## config.mk

```make
export PLATFORM = sky130hd
export DESIGN_NAME = demux_select_sequencer
export DESIGN_NICKNAME = d
export VERILOG_FILES = /design/src/rtl/demux_pkg.sv /design/src/rtl/demux_channel_counter.sv /design/src/rtl/demux_select_sequencer.sv
export SDC_FILE = /design/constraint.sdc
export NUM_CORES = 1
export LEC_CHECK = 0
export BUFFER_PORTS_ARGS = -buffer_cell sky130_fd_sc_hd__buf_2
export CAP_MARGIN = 0
export CORE_UTILIZATION = 43
export CTS_CLUSTER_SIZE = 16
export DETAILED_ROUTE_END_ITERATION = 10
export PLACE_DENSITY = 0.62
export SYNTH_ARGS = -nofsm -noshare
export SYNTH_HDL_FRONTEND = slang
export SYNTH_SLANG_ARGS = --single-unit
```

## constraint.sdc

```tcl
create_clock -name Clock_In -period 9.3 [get_ports Clock_In]
set_clock_uncertainty 0.2 [all_clocks]
set_input_delay 0.93 -clock Clock_In [delete_from_list [all_inputs] [get_ports Clock_In]]
set_output_delay 0.93 -clock Clock_In [all_outputs]
set_load 0.01 [all_outputs]
```

## src/rtl/demux_pkg.sv

```systemverilog
// Shared definitions for the DEMUX select sequencer and the DEMUX tree it drives.
// Holds the FSM encoding, the steering modes and the default channel geometry.
package demux_pkg;

    localparam int DEFAULT_NUM_CHANNELS = 16;
    localparam int DEFAULT_SEL_WIDTH    = 4;
    localparam int DEFAULT_BURST_WIDTH  = 8;

    typedef enum logic [1:0] {
        ST_IDLE = 2'd0,
        ST_RUN  = 2'd1,
        ST_DONE = 2'd2
    } state_t;

    localparam logic MODE_ROUND_ROBIN = 1'b0;
    localparam logic MODE_FIXED       = 1'b1;

endpackage

```

## src/rtl/demux_channel_counter.sv

```systemverilog
// Bit, burst and channel bookkeeping for one frame.
// frame_last_o flags that an accepted bit right now would complete the frame.
module demux_channel_counter
    import demux_pkg::*;
#(
    parameter int NUM_CHANNELS = DEFAULT_NUM_CHANNELS,
    parameter int SEL_WIDTH    = DEFAULT_SEL_WIDTH,
    parameter int BURST_WIDTH  = DEFAULT_BURST_WIDTH
) (
    input  logic                   clk,
    input  logic                   rst_n,
    input  logic                   load_i,
    input  logic                   clear_i,
    input  logic                   advance_i,
    input  logic                   mode_i,
    input  logic [SEL_WIDTH-1:0]   start_channel_i,
    input  logic [BURST_WIDTH-1:0] burst_len_i,
    output logic [SEL_WIDTH-1:0]   channel_o,
    output logic                   frame_last_o
);

    localparam int CNT_W = SEL_WIDTH + 1;
    localparam logic [SEL_WIDTH-1:0]   LAST_CHANNEL = SEL_WIDTH'(NUM_CHANNELS - 1);
    localparam logic [CNT_W-1:0]       LAST_BURST   = CNT_W'(NUM_CHANNELS - 1);
    localparam logic [SEL_WIDTH-1:0]   SEL_ONE      = SEL_WIDTH'(1);
    localparam logic [CNT_W-1:0]       CNT_ONE      = CNT_W'(1);
    localparam logic [BURST_WIDTH-1:0] BIT_ONE      = BURST_WIDTH'(1);

    logic [BURST_WIDTH-1:0] bit_cnt_q, bit_cnt_d;
    logic [CNT_W-1:0]       burst_cnt_q, burst_cnt_d;
    logic [SEL_WIDTH-1:0]   channel_q, channel_d;
    logic                   burst_end;

    // burst_len_i is never zero while bits are flowing, so the subtraction cannot wrap.
    assign burst_end    = (bit_cnt_q == burst_len_i - BIT_ONE);
    assign frame_last_o = burst_end & ((mode_i == MODE_FIXED) | (burst_cnt_q == LAST_BURST));
    assign channel_o    = channel_q;

    always_comb begin
        // NOTE: defaults first so every path assigns each _d signal and no latch is inferred.
        bit_cnt_d   = bit_cnt_q;
        burst_cnt_d = burst_cnt_q;
        channel_d   = channel_q;
        if (load_i) begin
            bit_cnt_d   = '0;
            burst_cnt_d = '0;
            channel_d   = start_channel_i;
        end else if (clear_i) begin
            bit_cnt_d   = '0;
            burst_cnt_d = '0;
        end else if (advance_i) begin
            if (burst_end) begin
                bit_cnt_d   = '0;
                burst_cnt_d = burst_cnt_q + CNT_ONE;
                if (mode_i == MODE_ROUND_ROBIN) begin
                    channel_d = (channel_q == LAST_CHANNEL) ? '0 : channel_q + SEL_ONE;
                end
            end else begin
                bit_cnt_d = bit_cnt_q + BIT_ONE;
            end
        end
    end

    always_ff @(posedge clk or negedge rst_n) begin
        // NOTE: non-blocking assignments for all state, so every register samples pre-edge values.
        if (!rst_n) begin
            bit_cnt_q   <= '0;
            burst_cnt_q <= '0;
            channel_q   <= '0;
        end else begin
            bit_cnt_q   <= bit_cnt_d;
            burst_cnt_q <= burst_cnt_d;
            channel_q   <= channel_d;
        end
    end

endmodule

```

## src/rtl/demux_select_sequencer.sv

```systemverilog
// Control stage in front of a 1:N DEMUX tree: accepts a serial bit stream and
// drives registered enable/data/select so bursts are steered round-robin or to one channel.
module demux_select_sequencer
    import demux_pkg::*;
#(
    parameter int NUM_CHANNELS = DEFAULT_NUM_CHANNELS,
    parameter int SEL_WIDTH    = DEFAULT_SEL_WIDTH,
    parameter int BURST_WIDTH  = DEFAULT_BURST_WIDTH
) (
    input  logic                   Clock_In,
    input  logic                   Reset_n_In,
    input  logic                   Start_In,
    input  logic                   Abort_In,
    input  logic                   Mode_In,
    input  logic [SEL_WIDTH-1:0]   Channel_In,
    input  logic [BURST_WIDTH-1:0] Burst_Length_In,
    input  logic                   Data_Valid_In,
    input  logic                   Data_In,
    output logic                   Data_Ready_Out,
    output logic                   Enable_Out,
    output logic                   Data_Out,
    output logic [SEL_WIDTH-1:0]   Select_Out,
    output logic                   Busy_Out,
    output logic                   Frame_Done_Out
);

    if (NUM_CHANNELS < 2 || (2 ** SEL_WIDTH) < NUM_CHANNELS) begin : g_bad_params
        $error("demux_select_sequencer: SEL_WIDTH too narrow for NUM_CHANNELS");
    end

    localparam int SEL_W1 = SEL_WIDTH + 1;
    localparam logic [SEL_W1-1:0] CHANNEL_LIMIT = SEL_W1'(NUM_CHANNELS);

    state_t                 state_q;
    logic                   mode_q;
    logic [BURST_WIDTH-1:0] burst_len_q;
    logic                   enable_q, data_q, busy_q, done_q;
    logic [SEL_WIDTH-1:0]   sel_q;

    logic                   start_ok, transfer, frame_last;
    logic [SEL_WIDTH-1:0]   start_channel, channel;

    assign start_ok      = (state_q == ST_IDLE) & Start_In & ~Abort_In & (Burst_Length_In != '0);
    assign start_channel = ({1'b0, Channel_In} >= CHANNEL_LIMIT) ? '0 : Channel_In;

    // Ready falls as soon as the final bit moves the FSM to DONE, and in any abort cycle.
    assign Data_Ready_Out = (state_q == ST_RUN) & ~Abort_In;
    assign transfer       = Data_Valid_In & Data_Ready_Out;

    demux_channel_counter #(
        .NUM_CHANNELS (NUM_CHANNELS),
        .SEL_WIDTH    (SEL_WIDTH),
        .BURST_WIDTH  (BURST_WIDTH)
    ) u_counter (
        .clk             (Clock_In),
        .rst_n           (Reset_n_In),
        .load_i          (start_ok),
        .clear_i         (Abort_In & (state_q != ST_IDLE)),
        .advance_i       (transfer),
        .mode_i          (mode_q),
        .start_channel_i (start_channel),
        .burst_len_i     (burst_len_q),
        .channel_o       (channel),
        .frame_last_o    (frame_last)
    );

    always_ff @(posedge Clock_In or negedge Reset_n_In) begin
        if (!Reset_n_In) begin
            state_q     <= ST_IDLE;
            mode_q      <= MODE_ROUND_ROBIN;
            burst_len_q <= '0;
            enable_q    <= 1'b0;
            data_q      <= 1'b0;
            sel_q       <= '0;
            busy_q      <= 1'b0;
            done_q      <= 1'b0;
        end else begin
            // Select and data hold between accepted bits; only enable drops.
            enable_q <= transfer;
            if (transfer) begin
                data_q <= Data_In;
                sel_q  <= channel;
            end
            done_q <= 1'b0;
            case (state_q)
                ST_IDLE: begin
                    if (start_ok) begin
                        state_q     <= ST_RUN;
                        mode_q      <= Mode_In;
                        burst_len_q <= Burst_Length_In;
                        busy_q      <= 1'b1;
                    end
                end
                ST_RUN: begin
                    if (Abort_In) begin
                        state_q <= ST_IDLE;
                        busy_q  <= 1'b0;
                    end else if (transfer && frame_last) begin
                        state_q <= ST_DONE;
                        done_q  <= 1'b1;
                    end
                end
                ST_DONE: begin
                    state_q <= ST_IDLE;
                    busy_q  <= 1'b0;
                end
                default: begin
                    state_q <= ST_IDLE;
                    busy_q  <= 1'b0;
                end
            endcase
        end
    end

    assign Enable_Out     = enable_q;
    assign Data_Out       = data_q;
    assign Select_Out     = sel_q;
    assign Busy_Out       = busy_q;
    assign Frame_Done_Out = done_q;

endmodule

```

==> metrics, run 1 <==
Initial Util 0.465; Synth Flop Type dfrtp_1; Num CTS Buffers 5; sequential cell area 901 sq um; area of the multi-input gates 973 sq um; Syn. warnings 0; worst-margin pin slew 1.04 ns; number of max-cap violations 0; Rows 23; initial antenna violation count 0; #FFs+latches synth 36; Static Leak 1.09 nW; Detail Route Antenna Nets 0; via/cell ratio 5.40; via count 1556; postcts setup bufs 0; WP buf/inv 2; Nets 262; GR peak layer met2; Area Overhead vs Synth 13.7%; drt first pass iters 4; I/O Pins 28; dpl cells 281; slowest cell on the critical path or4_4; syn avg cell area 9.13 sq um; crit-path cells buf_2 -> nor3b_1 -> nand2_1 -> inv_1 -> nand4_1 -> or4_4 -> or2_1 -> o221a_1; worst-skew pair later-pin latency 0.28 ns; routability cong. 0.783; slew margin rel. 0.305; post-synthesis cell type count 41; # port buffers 27; largest area contributor in the netlist dfrtp_1; max-slew violations 0; Congestion Overflow GR 0; count of final setup violators 0; Post-Layout Inst Area 2190 sq um; Die ar. 4750 sq um; Sink Count 36; TritonCTS clock tree yes; worst ir drop on vdd 120 uV; Crit Path Category in2reg; Commonest cells post-synth 44 x nand2_1, 36 x dfrtp_1, 19 x nor2_1; vias in the first global route 1482; Seq/Total Area, Yosys 0.468; Post-synth EDFFs 0; most instantiated library cell after synthesis nand2_1; hold_buf cts 0; Tmin final 3.36 ns; Post-Layout Cell Count 288; Clk pin slew, worst setup/hold paths 0.07 ns; Hold WC Path Type reg2reg; # DRC 0; Clock Path Buffers 2; Area contributors post-synth dfrtp_1 47%, nand2_1 8.6%, xor2_1 5.0%; worst-path fanout max 13; Post-synth ARST share 1.00; DIE HEIGHT 68.9 um; Horiz. Die Dim 68.9 um; Total GRT Usage 0.189; cell area power density 194 nW/um^2; Post-Synthesis Cells 211; H-Tree Level Count 2; Fin Setup TNS 0 ns; area post-placement 2090 sq um; Syn Std Cell Area 1930 sq um; hold_ws 0.267 ns; diodes inserted 0; fillers 401; met3 layer usage reported by global route 0.0658; routed len/inst 13.3 um; period utilization 0.361; Crit path max-delay family simple AND/OR/NAND/NOR gates; syn_nets 235; Root Driver clkbuf_8; Yosys top cell area share 0.468; first-pass GRT wire length 6.44 mm; met1 GRT Util 0.235; Routed WL 3.82 mm; Setup crit end kind flop; count of final hold-check violations 0; Slowest Stage Delay on Critical Path 0.60 ns; run status complete, no violations; share of cells above drive strength 1 0.176; startpoint types primary input; GRT met2 Usage 0.309; hpwl dp 2.77 mm; Required @ worst endpoint 9.27 ns; RSZ-0062 raised after global routing no; Core Footprint 4140 sq um; Fmax achieved 298 MHz; initial DRC count 51; Worst EP arrival 3.32 ns; post-CTS sizing 0; largest net degree at the start of global routing 37
## registers in the layout (all words and copies together) (netlist names)
signal / cells
burst_len_q: 8
Busy_Out: 1
state_q: 2
Select_Out: 4
Data_Out: 1
mode_q: 1
u_counter.bit_cnt_q: 8
Enable_Out: 1
u_counter.channel_o: 4
u_counter.burst_cnt_q: 5
Frame_Done_Out: 1
## worst register-to-register path: cells and delay by family, from the launching register on
kind,cells,cell delay [ns]
AO/OA/AOI/OAI,3,0.42
AND/OR/NAND/NOR,4,2.03
flip-flops,1,0.46
## final cells by class
| class | instances | share of cell area |
|---|---|---|
| multi-input combinational | 162 | 0.444 |
| sequential | 36 | 0.411 |
| timing repair buffer | 27 | 0.0617 |
| clock buffer | 7 | 0.0440 |
| tap | 50 | 0.0286 |
| inverter | 6 | 0.0103 |
## placed cells by master (no fill, tap or decap), types with 6 or more instances in the layout
cell	count
nor2_1	19
nand3_1	10
inv_1	6
buf_2	27
nand2_1	44
xor2_1	11
o21ai_0	9
dfrtp_1	36
clkbuf_8	7
a21oi_1	8
## final timing paths
check,start,to,slack (ns),cells past startpoint
worst max-delay path,Abort_In,u_counter.channel_o[1],5.94,8
worst min-delay path,Select_Out[3],Select_Out[3],0.27,2
worst max register to register,burst_len_q[2],u_counter.channel_o[1],6.07,7
worst min register to register,Select_Out[3],Select_Out[3],0.27,2
max in group asynchronous,Reset_n_In,Select_Out[1],7.87,1
min in group asynchronous,Reset_n_In,burst_len_q[5],0.52,1
## report_power, final
part / internal (mW) / total [mW] / switching [mW] / leakage, nW
combinational: 0.0462 / 0.103 / 0.0567 / 0.575
sequential: 0.180 / 0.204 / 0.0241 / 0.469
clock: 0.0659 / 0.118 / 0.0521 / 0.0503
total: 0.292 / 0.425 / 0.133 / 1.09
## through the flow
step / setup WS [ns] / util / power [mW]
after floorplan: 6.04 / - / 0.278
after global placement: 5.71 / 0.505 / 0.309
after detailed placement: 5.62 / 0.505 / 0.311
after CTS: 5.93 / 0.529 / 0.431
after global routing: 5.79 / 0.529 / 0.458
final: 5.94 / 0.529 / 0.425
## metal layers
layer	wire, um	vias up
met5	0	-
met4	43	0
met3	170	6
met2	1770	24
met1	1830	736
li1	-	790
## cells by family after synthesis
family,after synthesis,synth area share
flip-flops,36,0.468
AND/OR/NAND/NOR,105,0.269
adder cells (fa/ha/maj),5,0.0325
AO/OA/AOI/OAI,34,0.118
multiplexers,2,0.0104
XOR/XNOR,16,0.0727
buffers and inverters,13,0.0299
Power figures use the tool's default switching activity.
==> inputs of run 2 (changes only) <==
clock period = 3.1 ns   (was 9.3 ns; I/O delays follow)
==> metrics, run 2 (synthesized netlist as in run 1, its figures left out) <==
initial antenna violation count 0; Fin Setup TNS 0 ns; period utilization 0.965; Area Overhead vs Synth 18.9%; Fmax achieved 334 MHz; via count 1581; # port buffers 27; commonest non-fill, non-tap cell in the layout nand2_1; worst-path fanout max 8; Required @ worst endpoint 3.09 ns; Slowest Stage Delay on Critical Path 0.55 ns; count of final hold-check violations 0; reg2reg start burst_len_q[0]; final worst slack 0.108 ns; internal power 0.893 mW; Sink Count 36; most used cell, CP or4_4; fin util 0.553; initial DRC count 93; fillers 392; startpoint types flop; Crit Path Category reg2reg; hold_ws 0.0180 ns; worst-margin pin slew 0.800 ns; Initial Util 0.465; Tmin final 2.99 ns; Place WS 0.0820 ns; Worst Reg-to-Reg Cells 7; slew margin rel. 0.467; TritonCTS clock tree yes; drt first pass iters 4; commonest non-fill, non-tap cells in the layout 43 x nand2_1, 36 x dfrtp_1, 27 x buf_2; vias in the first global route 1482; Clk pin slew, worst setup/hold paths 0.07 ns; # DRC 0; Root Driver clkbuf_8; slowest cell on the critical path or4_4; sequential power share 0.460; Hold WC Path Type in2reg; RR Endpoint u_counter.channel_o[1]; cell area power density 572 nW/um^2; run status complete, no violations; H-Tree Level Count 2; max-slew violations 0; largest net degree at the start of global routing 37; DIE HEIGHT 68.9 um; Gate power share 0.260; flop-to-flop setup slack 0.11 ns; WHS Endpoint burst_len_q[6]; Rows 23; routed len/inst 13.5 um; via/cell ratio 5.27; routability cong. 0.738; worst hold start Burst_Length_In[6]; share of cells above drive strength 1 0.208; I/O Pins 28; Nets 274; number of max-cap violations 0; Post-Layout Cell Count 300; Static Leak 1.15 nW; Congestion Overflow GR 0; RSZ-0062 raised after global routing no; worst-skew pair later-pin latency 0.30 ns; Net Switching 0.417 mW; Total GRT Usage 0.206; Sw Ratio 0.318; crit-path cells or4_4 -> or4_1 -> o311ai_1 -> a21oi_2 -> or4_4 -> or2_1 -> o221a_1; dpl cells 290; worst ir drop on vdd 379 uV; count of final setup violators 0; Horiz. Die Dim 68.9 um; Clock Path Buffers 2; Routed WL 4.05 mm; Core Footprint 4140 sq um; Detail Route Antenna Nets 0; Die ar. 4750 sq um; diodes inserted 0; biggest regs burst_len_q (8), u_counter.bit_cnt_q (8), u_counter.burst_cnt_q (5); clock share of power 0.281; hpwl dp 2.97 mm; Setup crit end kind flop; postcts setup bufs 0; Num CTS Buffers 5; Worst EP arrival 2.98 ns; first-pass GRT wire length 6.91 mm; Min-Delay Path Depth 3
==> run 2: changes by cell type in the layout (fill, tap and decap cells not counted), sizes merged <==
cell         delta
buf             +9
dlygate4sd3     +3
==> run 2: per-layer routing <==
layer,part of all wire,up-vias,track usage
met5,0,-,0
met3,0.033,6,0.0707
li1,-,811,-
met4,0.019,0,0.0867
met2,0.45,14,0.313
met1,0.49,750,0.266
==> run 2: metrics by stage <==
stage                     cell area, sq um  power (mW)
after floorplan                       1930       0.834
after global placement                2160       0.946
after detailed placement              2160       0.952
after CTS                             2290        1.33
after global routing                  2290        1.40
final                                 2290        1.31
==> run 2: power by group through the flow <==
stage          Combinational, mW  Sequential (mW)  Clock, mW
6_report                   0.340            0.602      0.367
3_5_place_dp               0.339            0.612          0
3_3_place_gp               0.335            0.611          0
2_1_floorplan              0.219            0.615          0
5_1_grt                    0.388            0.617      0.391
4_1_cts                    0.345            0.603      0.378
==> run 2: worst max-delay path: cells and delay by family, from the launching register on <==
family / cells / cell delay, ns
AOI/OAI and AO/OA: 3 / 0.41
DFF: 1 / 0.38
and+or+nand+nor: 4 / 1.88
==> run 2: repair_timing <==
item	4_1_cts	5_1_grt
endpoints found under the setup margin	0	11
endpoints found under the hold margin	38	0
hold buffers	3	0
resized for setup	0	2
==> run 2: layout make-up <==
class | count | area (sq um) | share of cell area
well taps | 50 | 62.6 | 0.0273
flip-flops and latches | 36 | 901 | 0.393
repair buffers | 39 | 233 | 0.102
multi-input cells | 162 | 976 | 0.426
inverters | 6 | 22.5 | 0.00983
clock buffers | 7 | 96.3 | 0.0421
==> run 2: how the worst max path moves through the flow <==
| stage | cells past startpoint | endpoint | startpoint |
|---|---|---|---|
| after floorplan | 8 | u_counter.channel_o[1] | burst_len_q[2] |
| after global placement | 7 | u_counter.channel_o[1] | burst_len_q[0] |
| after detailed placement | 7 | u_counter.channel_o[1] | burst_len_q[0] |
| after CTS | 7 | u_counter.channel_o[1] | burst_len_q[0] |
| after global routing | 7 | u_counter.channel_o[1] | burst_len_q[0] |
| final | 7 | u_counter.channel_o[1] | burst_len_q[0] |
==> inputs of run 3 (changes only) <==
SYNTH_HIERARCHICAL = 1   (was unset)
==> metrics, run 3 <==
worst-path fanout max 5; run status complete, no violations; vias in the first global route 1505; Post-Layout Inst Area 2360 sq um; Worst EP arrival 3.07 ns; Core Footprint 4380 sq um; via count 1542; Die ar. 4840 sq um; Commonest cells post-synth 36 x dfrtp_1, 18 x nand2_1, 14 x mux2_2, 14 x nor2_1, 7 x inv_1; DIE HEIGHT 69.6 um; #FFs+latches synth 36; max-slew violations 0; Post-synth ARST share 1.00; Horiz. Die Dim 69.6 um; Pwr Total 1.40 mW; crit-path cells inv_1 -> ha_2 -> or3b_4 -> or4_4 -> a2111oi_4 -> buf_4 -> o31ai_4 -> or4_1 -> o21ai_1; Syn. warnings 6; routability cong. 0.832; number of max-cap violations 0; largest area contributor in the netlist dfrtp_1; initial antenna violation count 0; Slowest Stage Delay on Critical Path 0.51 ns; share of cells above drive strength 1 0.326; Congestion Overflow GR 0; post-synthesis cell type count 43; Fin Setup TNS 0 ns; hpwl dp 2.91 mm; slew margin rel. 0.462; count of final hold-check violations 0; Synth Flop Type dfrtp_1; Nets 247; Area contributors post-synth dfrtp_1 46%, mux2_2 8.0%, nand2_1 3.4%; Clock Path Buffers 2; Fmax achieved 327 MHz; biggest regs burst_len_q (8), u_counter/bit_cnt_q (8), u_counter/burst_cnt_q (5); Clk pin slew, worst setup/hold paths 0.07 ns; area of the multi-input gates 1040 sq um; sequential cell area 901 sq um; Routed WL 4.24 mm; syn_nets 210; commonest non-fill, non-tap cell in the layout dfrtp_1; fillers 409; Hold WC Path Type in2reg; Area Overhead vs Synth 20.4%; fin util 0.539; Tmin final 3.06 ns; drt first pass iters 4; slowest cell on the critical path or4_4; Detail Route Antenna Nets 0; period utilization 0.988; Syn Std Cell Area 1960 sq um; most instantiated library cell after synthesis dfrtp_1; routed len/inst 15.4 um; Static Leak 1.03 nW; largest net degree at the start of global routing 37; startpoint types flop; Crit Path Category reg2reg; Setup crit end kind flop; count of final setup violators 0; # port buffers 27; Initial Util 0.448; Seq/Total Area, Yosys 0.459; # DRC 0; cell area power density 590 nW/um^2; Required @ worst endpoint 3.11 ns; area post-placement 2170 sq um; Sink Count 36; hold_ws 0.0535 ns; syn avg cell area 10.6 sq um; Yosys top cell area share 0.459; commonest non-fill, non-tap cells in the layout 36 x dfrtp_1, 27 x buf_2, 18 x nand2_1; via/cell ratio 5.59; Num CTS Buffers 5; worst-skew pair later-pin latency 0.28 ns; RSZ-0062 raised after global routing yes; worst-margin pin slew 0.800 ns; Rows 24; worst ir drop on vdd 303 uV; initial DRC count 47; I/O Pins 28; H-Tree Level Count 2; Post-synth EDFFs 0; Root Driver clkbuf_8; Post-Synthesis Cells 186; TritonCTS clock tree yes; first-pass GRT wire length 7.02 mm; diodes inserted 0; Total GRT Usage 0.184
-- run 3: changes by cell type in the layout (fill, tap and decap cells not counted), moves of 3 or more --
cell      delta
o211ai_1     +5
mux2_2      +14
nand3_1      -4
o21ai_0      -4
or4_1        +3
nor2_1       -7
xor2_1       -5
nand2_1     -25
a21o_1       -5
a21oi_1      -5
o31ai_1      +4
-- run 3: critical path: cells and delay by family, from the launching register on --
| kind | cells | cell delay [ns] |
|---|---|---|
| DFF | 1 | 0.39 |
| adders and majority gates | 1 | 0.17 |
| buffers and inverters | 2 | 0.26 |
| and+or+nand+nor | 3 | 1.41 |
| AOI/OAI and AO/OA | 3 | 0.56 |
-- run 3: through the flow --
step | cells | setup WS (ns)
finish | 276 | 0.0380
global route | 276 | -0.0943
CTS | 275 | 0.0262
detailed placement | 263 | -0.0361
global placement | 263 | 0.0760
floorplan | 186 | 0.0712
-- run 3: cell families after synthesis --
| kind of cell | synth area share |
|---|---|
| adders and majority gates | 0.0318 |
| and+or+nand+nor | 0.185 |
| DFF | 0.459 |
| muxes | 0.0955 |
| xor gates and xnor gates | 0.0611 |
| AOI/OAI and AO/OA | 0.129 |
| buffers and inverters | 0.0389 |
-- run 3: power by group --
part | total [mW] | switching, mW | internal (mW)
Combinational | 0.365 | 0.178 | 0.187
Clock | 0.403 | 0.165 | 0.239
Sequential | 0.628 | 0.0803 | 0.548
-- run 3: routing by layer --
metal  track usage  wire length (um)  vias to the layer above  part of all wire
met2         0.296              2080                       34              0.49
met1         0.246              1880                      755              0.44
met3        0.0465               232                        4             0.055
met4        0.0522                41                        0            0.0097
met5             0                 0                        -                 0
li1              -                 -                      749                 -
-- run 3: path summary, 6_finish.rpt --
check,start,to,slack (ns),cells after the start
setup / recovery,burst_len_q[1],u_counter/burst_cnt_q[0],0.04,9
hold / removal,Data_In,Data_Out,0.05,2
setup reg to reg,burst_len_q[1],u_counter/burst_cnt_q[0],0.04,9
hold reg to reg,Data_Out,Data_Out,0.31,1
max in group asynchronous,Reset_n_In,burst_len_q[5],1.73,2
min in group asynchronous,Reset_n_In,u_counter/bit_cnt_q[7],0.45,2
-- run 3: what timing repair did --
action / CTS / global route
hold endpoints to repair: 36 / 0
pin swaps: 1 / 4
setup endpoints to repair: 2 / 12
gates cloned: 1 / 0
hold buffers: 1 / 0
gates resized for setup: 2 / 6
buffers inserted: 2 / 1
-- run 3: final cells by class --
class	count	area share
well taps	52	0.0275
inverters	7	0.0111
clock buffers	6	0.0307
repair buffers	38	0.0931
flip-flops and latches	36	0.381
multi-input cells	135	0.442
clock inverters	2	0.0148
